**src/rtl/sobel_edge.sv**
```systemverilog
// sobel_edge: Sobel gradient-magnitude edge detector for a cartoon overlay.
// Takes the 3x3 RGB neighbourhood from the 3-line buffer and converts it to
// luminance. It thresholds |Gx|+|Gy| and emits the window's centre pixel,
// blacked out where an edge is found.
// Latency: exactly 3 clken-high cycles from iGrid sample to registered output.
// Ports:
//   clock, reset        - system clock, synchronous active-high reset
//   clken               - pixel enable shared with the line buffer; all state holds while low
//   iFrameStart         - with clken, marks the first pixel of a frame (col 0, row 0)
//   iGrid[269:0]        - 3x3 window, grid[k] = iGrid[30k+29:30k], {R,G,B} x 10 bits
//   iThreshold[12:0]    - unsigned edge threshold, sampled at the output stage
//   oPixel[29:0]        - output pixel {R,G,B}
//   oEdge               - oPixel is an edge (blacked out)
//   oValid              - oPixel comes from a fully populated window
// Build options:
//   VGA_640x480p60      - default frame geometry 640x480 instead of 800x600
//   CARTOON_QUANT_EN    - posterise non-edge output pixels to 4 bits per channel

module sobel_edge #(
`ifdef VGA_640x480p60
  parameter int WIDTH  = 640,
  parameter int HEIGHT = 480
`else
  parameter int WIDTH  = 800,
  parameter int HEIGHT = 600
`endif
) (
  input  logic         clock,
  input  logic         reset,
  input  logic         clken,
  input  logic         iFrameStart,
  input  logic [269:0] iGrid,
  input  logic [12:0]  iThreshold,
  output logic [29:0]  oPixel,
  output logic         oEdge,
  output logic         oValid
);

  localparam int CW = (WIDTH  > 1) ? $clog2(WIDTH)  : 1;
  localparam int RW = (HEIGHT > 1) ? $clog2(HEIGHT) : 1;
  localparam logic [CW-1:0] COL_LAST = CW'(WIDTH - 1);
  localparam logic [RW-1:0] ROW_LAST = RW'(HEIGHT - 1);

  // Luminance approximation (R + 2G + B) / 4; the 12-bit sum cannot overflow.
  function automatic logic [9:0] gray(input logic [29:0] p);
    logic [11:0] s;
    s = {2'b00, p[29:20]} + {1'b0, p[19:10], 1'b0} + {2'b00, p[9:0]};
    return s[11:2];
  endfunction

  // a + 2b + c as a non-negative 13-bit signed value (max 4092).
  function automatic logic signed [12:0] wsum(input logic [9:0] a, input logic [9:0] b,
                                              input logic [9:0] c);
    return $signed({3'b000, a}) + $signed({2'b00, b, 1'b0}) + $signed({3'b000, c});
  endfunction

`ifdef CARTOON_QUANT_EN
  // Keep the top 4 bits of each channel and park the rest at the bin midpoint.
  function automatic logic [29:0] shade(input logic [29:0] p);
    return {p[29:26], 6'b100000, p[19:16], 6'b100000, p[9:6], 6'b100000};
  endfunction
`else
  function automatic logic [29:0] shade(input logic [29:0] p);
    return p;
  endfunction
`endif

  // ---------------------------------------------------------------------------
  // Raster position of the current sample
  // ---------------------------------------------------------------------------
  logic [CW-1:0] col_q, col_d, cur_col;
  logic [RW-1:0] row_q, row_d, cur_row;
  logic          win_vld;

  always_comb begin
    // A frame start relabels this very sample as (0,0), so it also beats any wrap.
    cur_col = iFrameStart ? '0 : col_q;
    cur_row = iFrameStart ? '0 : row_q;
    col_d   = cur_col + CW'(1);
    row_d   = cur_row;
    if (cur_col == COL_LAST) begin
      col_d = '0;
      row_d = (cur_row == ROW_LAST) ? '0 : cur_row + RW'(1);
    end
    win_vld = (cur_row >= RW'(2)) && (cur_col >= CW'(2));
  end

  // ---------------------------------------------------------------------------
  // Stage 1: luminance of the eight neighbours, centre RGB, window valid.
  // The centre's own luminance carries no Sobel weight, so it is not kept.
  // Neighbour slot j holds grid index j for j<4 and grid index j+1 otherwise.
  // ---------------------------------------------------------------------------
  logic [9:0]  g_q [8];
  logic [9:0]  g_d [8];
  logic [29:0] ctr1_q;
  logic        vld1_q;

  always_comb begin
    for (int j = 0; j < 8; j++) begin
      g_d[j] = gray(iGrid[30*((j < 4) ? j : j + 1) +: 30]);
    end
  end

  // ---------------------------------------------------------------------------
  // Stage 2: signed gradients. Right column (0,3,6) minus left column (2,5,8);
  // top rows (6,7,8, newest) minus bottom rows (0,1,2, oldest).
  // ---------------------------------------------------------------------------
  logic signed [12:0] gx_q, gx_d, gy_q, gy_d;
  logic [29:0]        ctr2_q;
  logic               vld2_q;

  // Slots: g0=0 g1=1 g2=2 g3=3 g5=4 g6=5 g7=6 g8=7
  always_comb begin
    gx_d = wsum(g_q[5], g_q[3], g_q[0]) - wsum(g_q[7], g_q[4], g_q[2]);
    gy_d = wsum(g_q[5], g_q[6], g_q[7]) - wsum(g_q[0], g_q[1], g_q[2]);
  end

  // ---------------------------------------------------------------------------
  // Stage 3: magnitude, threshold, output pixel selection
  // ---------------------------------------------------------------------------
  logic [12:0] ax, ay, mag;
  logic        edge_d;
  logic [29:0] pix_d;
  logic [29:0] pix_q;
  logic        edge_q, vld_q;

  always_comb begin
    // |G| <= 4092 so negation never overflows, and the sum stays <= 8184.
    ax     = gx_q[12] ? 13'(-gx_q) : 13'(gx_q);
    ay     = gy_q[12] ? 13'(-gy_q) : 13'(gy_q);
    mag    = ax + ay;
    edge_d = vld2_q && (mag > iThreshold);
    pix_d  = edge_d ? 30'd0 : shade(ctr2_q);
  end

  // ---------------------------------------------------------------------------
  // State
  // ---------------------------------------------------------------------------
  always_ff @(posedge clock) begin
    if (reset) begin
      col_q  <= '0;
      row_q  <= '0;
      for (int j = 0; j < 8; j++) g_q[j] <= '0;
      ctr1_q <= '0;
      vld1_q <= 1'b0;
      gx_q   <= '0;
      gy_q   <= '0;
      ctr2_q <= '0;
      vld2_q <= 1'b0;
      pix_q  <= '0;
      edge_q <= 1'b0;
      vld_q  <= 1'b0;
    end else if (clken) begin
      col_q  <= col_d;
      row_q  <= row_d;
      for (int j = 0; j < 8; j++) g_q[j] <= g_d[j];
      ctr1_q <= iGrid[120 +: 30];
      vld1_q <= win_vld;
      gx_q   <= gx_d;
      gy_q   <= gy_d;
      ctr2_q <= ctr1_q;
      vld2_q <= vld1_q;
      pix_q  <= pix_d;
      edge_q <= edge_d;
      vld_q  <= vld2_q;
    end
  end

  assign oPixel = pix_q;
  assign oEdge  = edge_q;
  assign oValid = vld_q;

endmodule

```
**config.mk**
```make
export PLATFORM = sky130hd
export DESIGN_NAME = sobel_edge
export DESIGN_NICKNAME = d
export VERILOG_FILES = /design/src/rtl/sobel_edge.sv
export SDC_FILE = /design/constraint.sdc
export NUM_CORES = 1
export LEC_CHECK = 0
export BUFFER_PORTS_ARGS = -buffer_cell sky130_fd_sc_hd__buf_2
export CAP_MARGIN = 10
export CORE_MARGIN = 2
export CORE_UTILIZATION = 62
export DETAILED_ROUTE_END_ITERATION = 8
export PLACE_DENSITY_LB_ADDON = 0.15
export RECOVER_POWER = 50
export SYNTH_ARGS = -nofsm -noshare
export SYNTH_HDL_FRONTEND = slang
export SYNTH_SLANG_ARGS = --single-unit
```
**constraint.sdc**
```tcl
create_clock -name clock -period 13.3 [get_ports clock]
set_input_delay 1.33 -clock clock [delete_from_list [all_inputs] [get_ports clock]]
set_output_delay 1.33 -clock clock [all_outputs]
set_load 0.05 [all_outputs]
```
==> results.toml <==
[status]
status = "finished with violations"
violations = "max-capacitance violations, max-slew violations"

[route]
route.detailed.drc = 0
first_pass_iters = 5
route.antenna.remaining_nets = 0
routed_via_density = 5.85
avgRoutedWirePerCell_um = 16.5
drt_iter0_drc = 858
vias = 13800
routed_wl_um = 39100

[clocking]
cts_resized = 0
clockBufferDepth = 3
path_clk_slew_ps = 60
clk_latency_ps = 530
cts_setup_buffers = 0
ctsHoldBuffers = 0
htree_num_levels = 1
clock_sinks = 220
clockRootBuffer = "clkbuf_16"
cts_tree = "yes"
cts_buffers = 24

[critical_path]
cpMostUsedCell = "clkbuf_1"
arrival_ps = 7370
worstPathCellList = "clkbuf_1, nand2_1, clkbuf_1, nor3_1, o21ai_0, a31oi_1"
critPathMaxFanout = 65
crit_required_ps = 13740
start_kind = "input pin"
path_buf_inv = 2
cpPeakStageDelay_ps = 1900
critical_path_class = "in2reg"
cpLargestDelayFamily = "buffers and inverters"
cp_slowest_cell = "clkbuf_1"
critPathCaptureType = "flop"

[floorplan]
die_h_um = 170
row_count = 60
initial_core_util = 0.634
io_pins = 319
die_area_mm2 = 0.0290
die_w_um = 170
coreArea_mm2 = 0.0270

[layout]
drive_gt1_frac = 0.165
n_antenna_cell = 0
final_net_count = 2583
multi_input_area_mm2 = 0.0111
fillCellCount = 2034
areaGrowthSynthToFinish_pct = 15.0
regArea_mm2 = 0.00520
instances_no_fill = 2363

[synthesis]
synth-simple-area-share = 0.150
synth_top_family_by_area = "adder cells"
synthMuxAreaShare = 0.0517
synthDistinctLibCells = 69
async_reset_ff_frac = 0
synth_compound_area_frac = 0.138
yosysSeqAreaShare = 0.304
synth_commonest_cells = "fa_1, nor2_1, inv_1"
synth.most_common_cell = "fa_1"
synth_top_area_share = 0.186
synthTopCellsByArea = "fa_1, dfxtp_1, edfxtp_1"
yosysTopAreaCell = "fa_1"
synthAdderAreaFrac = 0.282
ys_seq_elements = 220
yosysWarnings = 0
synth_edf_count = 80
synth-main-ff-cell = "dfxtp_1"
synth_area_mm2 = 0.0171
synth.avg_cell_area_um2 = 10.0
synthesis.nets = 2290
synthXorXnorAreaFrac = 0.0286
syn_inst = 1713

[global_route]
grt_max_degree = 76
grt_pass1_vias = 13900
grt_pass1_wl_um = 65000
track_usage = 0.275
antenna_found_initial = 0
grt-ovfl-total = 0

[sta]
clock_skew_ps = 18.0
timing.slew.headroom = -1.33
tns_ps = 0
slew_viol_final = 191
finalSetupViolCount = 0
fin_crit_sh = 0.521
hold_viol = 0
post-route-min-period_ps = 6930
rsz0062_at_grt = "false"
worstMarginPinSlew_ps = 3490
max_freq_mhz = 144

[job]
cap_violations = 4

[power]
p_leak_nw = 8.74
vdd_drop_max_mv = 0.236
power_density_mw_per_mm2 = 220

[place]
gp_congestion = 0.925
dp_hpwl_um = 30600
port_buffers = 318
placed_cells = 2321

[min_path]
hold_class = "reg2reg"
==> per-stage QoR <==
stage	util	hold slack, ps	power [W]	cell area, um^2	setup WS, ps
6_report	0.729	442	0.00434	19700	6370
5_1_grt	0.729	480	0.00475	19700	5900
4_1_cts	0.731	451	0.00431	19800	8600
3_5_place_dp	0.703	444	0.00364	19000	8660
3_3_place_gp	0.703	422	0.00352	19000	8800
2_1_floorplan	-	425	0.00297	17100	9020
==> layer usage <==
| metal | track usage | share of wire | up-vias |
|---|---|---|---|
| met3 | 0.0335 | 0.059 | 70 |
| met2 | 0.489 | 0.49 | 434 |
| met1 | 0.357 | 0.43 | 6625 |
| met4 | 0.0717 | 0.024 | 0 |
| li1 | - | - | 6685 |
| met5 | 0 | 0 | - |
==> worst min-delay path, stage by stage, from the launching register on <==
cell	delay [ps]
dfxtp_1	310
nand2_1	50
nand2_1	40
==> worst paths after layout <==
check                           slack, ps                 start                 endpoint  cells past startpoint
worst max-delay path                 6370                 clken    col_q[5]$_SDFFE_PP0P_                      6
worst min-delay path                  440    oEdge$_SDFFE_PP0P_       oEdge$_SDFFE_PP0P_                      2
worst max register to register       8550  gy_q[3]$_SDFFE_PP0P_  oPixel[28]$_SDFFE_PP0P_                     16
worst min register to register        440    oEdge$_SDFFE_PP0P_       oEdge$_SDFFE_PP0P_                      2
==> cells by family (layout without fill, tap and decap cells) <==
group	count (synthesis)	count (layout)
compound gates	348	348
xor+xnor	56	56
fa+ha+maj	290	290
buf+inv	206	515
flops	220	220
mux	88	88
simple gates	505	505
==> sequential cells by signal (all words and copies together), names as in the netlist <==
register and count:
col_q 10, ctr1_q 30, ctr2_q 30, g_q 80, gx_q 13, gy_q 13
oEdge 1, oPixel 30, oValid 1, row_q 10, vld1_q 1, vld2_q 1
==> cell usage in the layout, fill, tap and decap left out, drive strengths merged, types with 6 or more instances in the layout <==
cell type | netlist | layout
a211o | 7 | 7
a211oi | 21 | 21
a21o | 15 | 15
a21oi | 62 | 62
a22o | 31 | 31
a31oi | 12 | 12
a41o | 6 | 6
and3 | 6 | 6
buf | 25 | 284
clkbuf | 34 | 76
dfxtp | 140 | 140
edfxtp | 80 | 80
fa | 159 | 159
ha | 131 | 131
inv | 147 | 147
mux2i | 85 | 85
nand2 | 71 | 71
nand2b | 37 | 37
nand3 | 47 | 47
nand3b | 12 | 12
nand4 | 20 | 20
nor2 | 149 | 149
nor2b | 29 | 29
nor3 | 62 | 62
nor3b | 18 | 18
nor4 | 15 | 15
o2111ai | 6 | 6
o211ai | 11 | 11
o21a | 33 | 33
o21ai | 78 | 78
o22ai | 8 | 8
o31a | 7 | 7
o31ai | 13 | 13
or3 | 19 | 19
or4 | 11 | 11
xnor2 | 42 | 42
xor2 | 14 | 14
==> power by group <==
group	switching [W]	internal, W
registers	0.0000928	0.000801
logic	0.00158	0.00122
clock network	0.000266	0.000381
total	0.00194	0.00240
==> final cells by class <==
class                   instances  share of cell area
multi-input cells            1287               0.566
flip-flops and latches        220               0.264
repair buffers                326              0.0809
clock buffers                  34              0.0350
inverters                     147              0.0281
well taps                     341              0.0217
clock inverters                 8             0.00419
(Power assumes the default switching activity.)
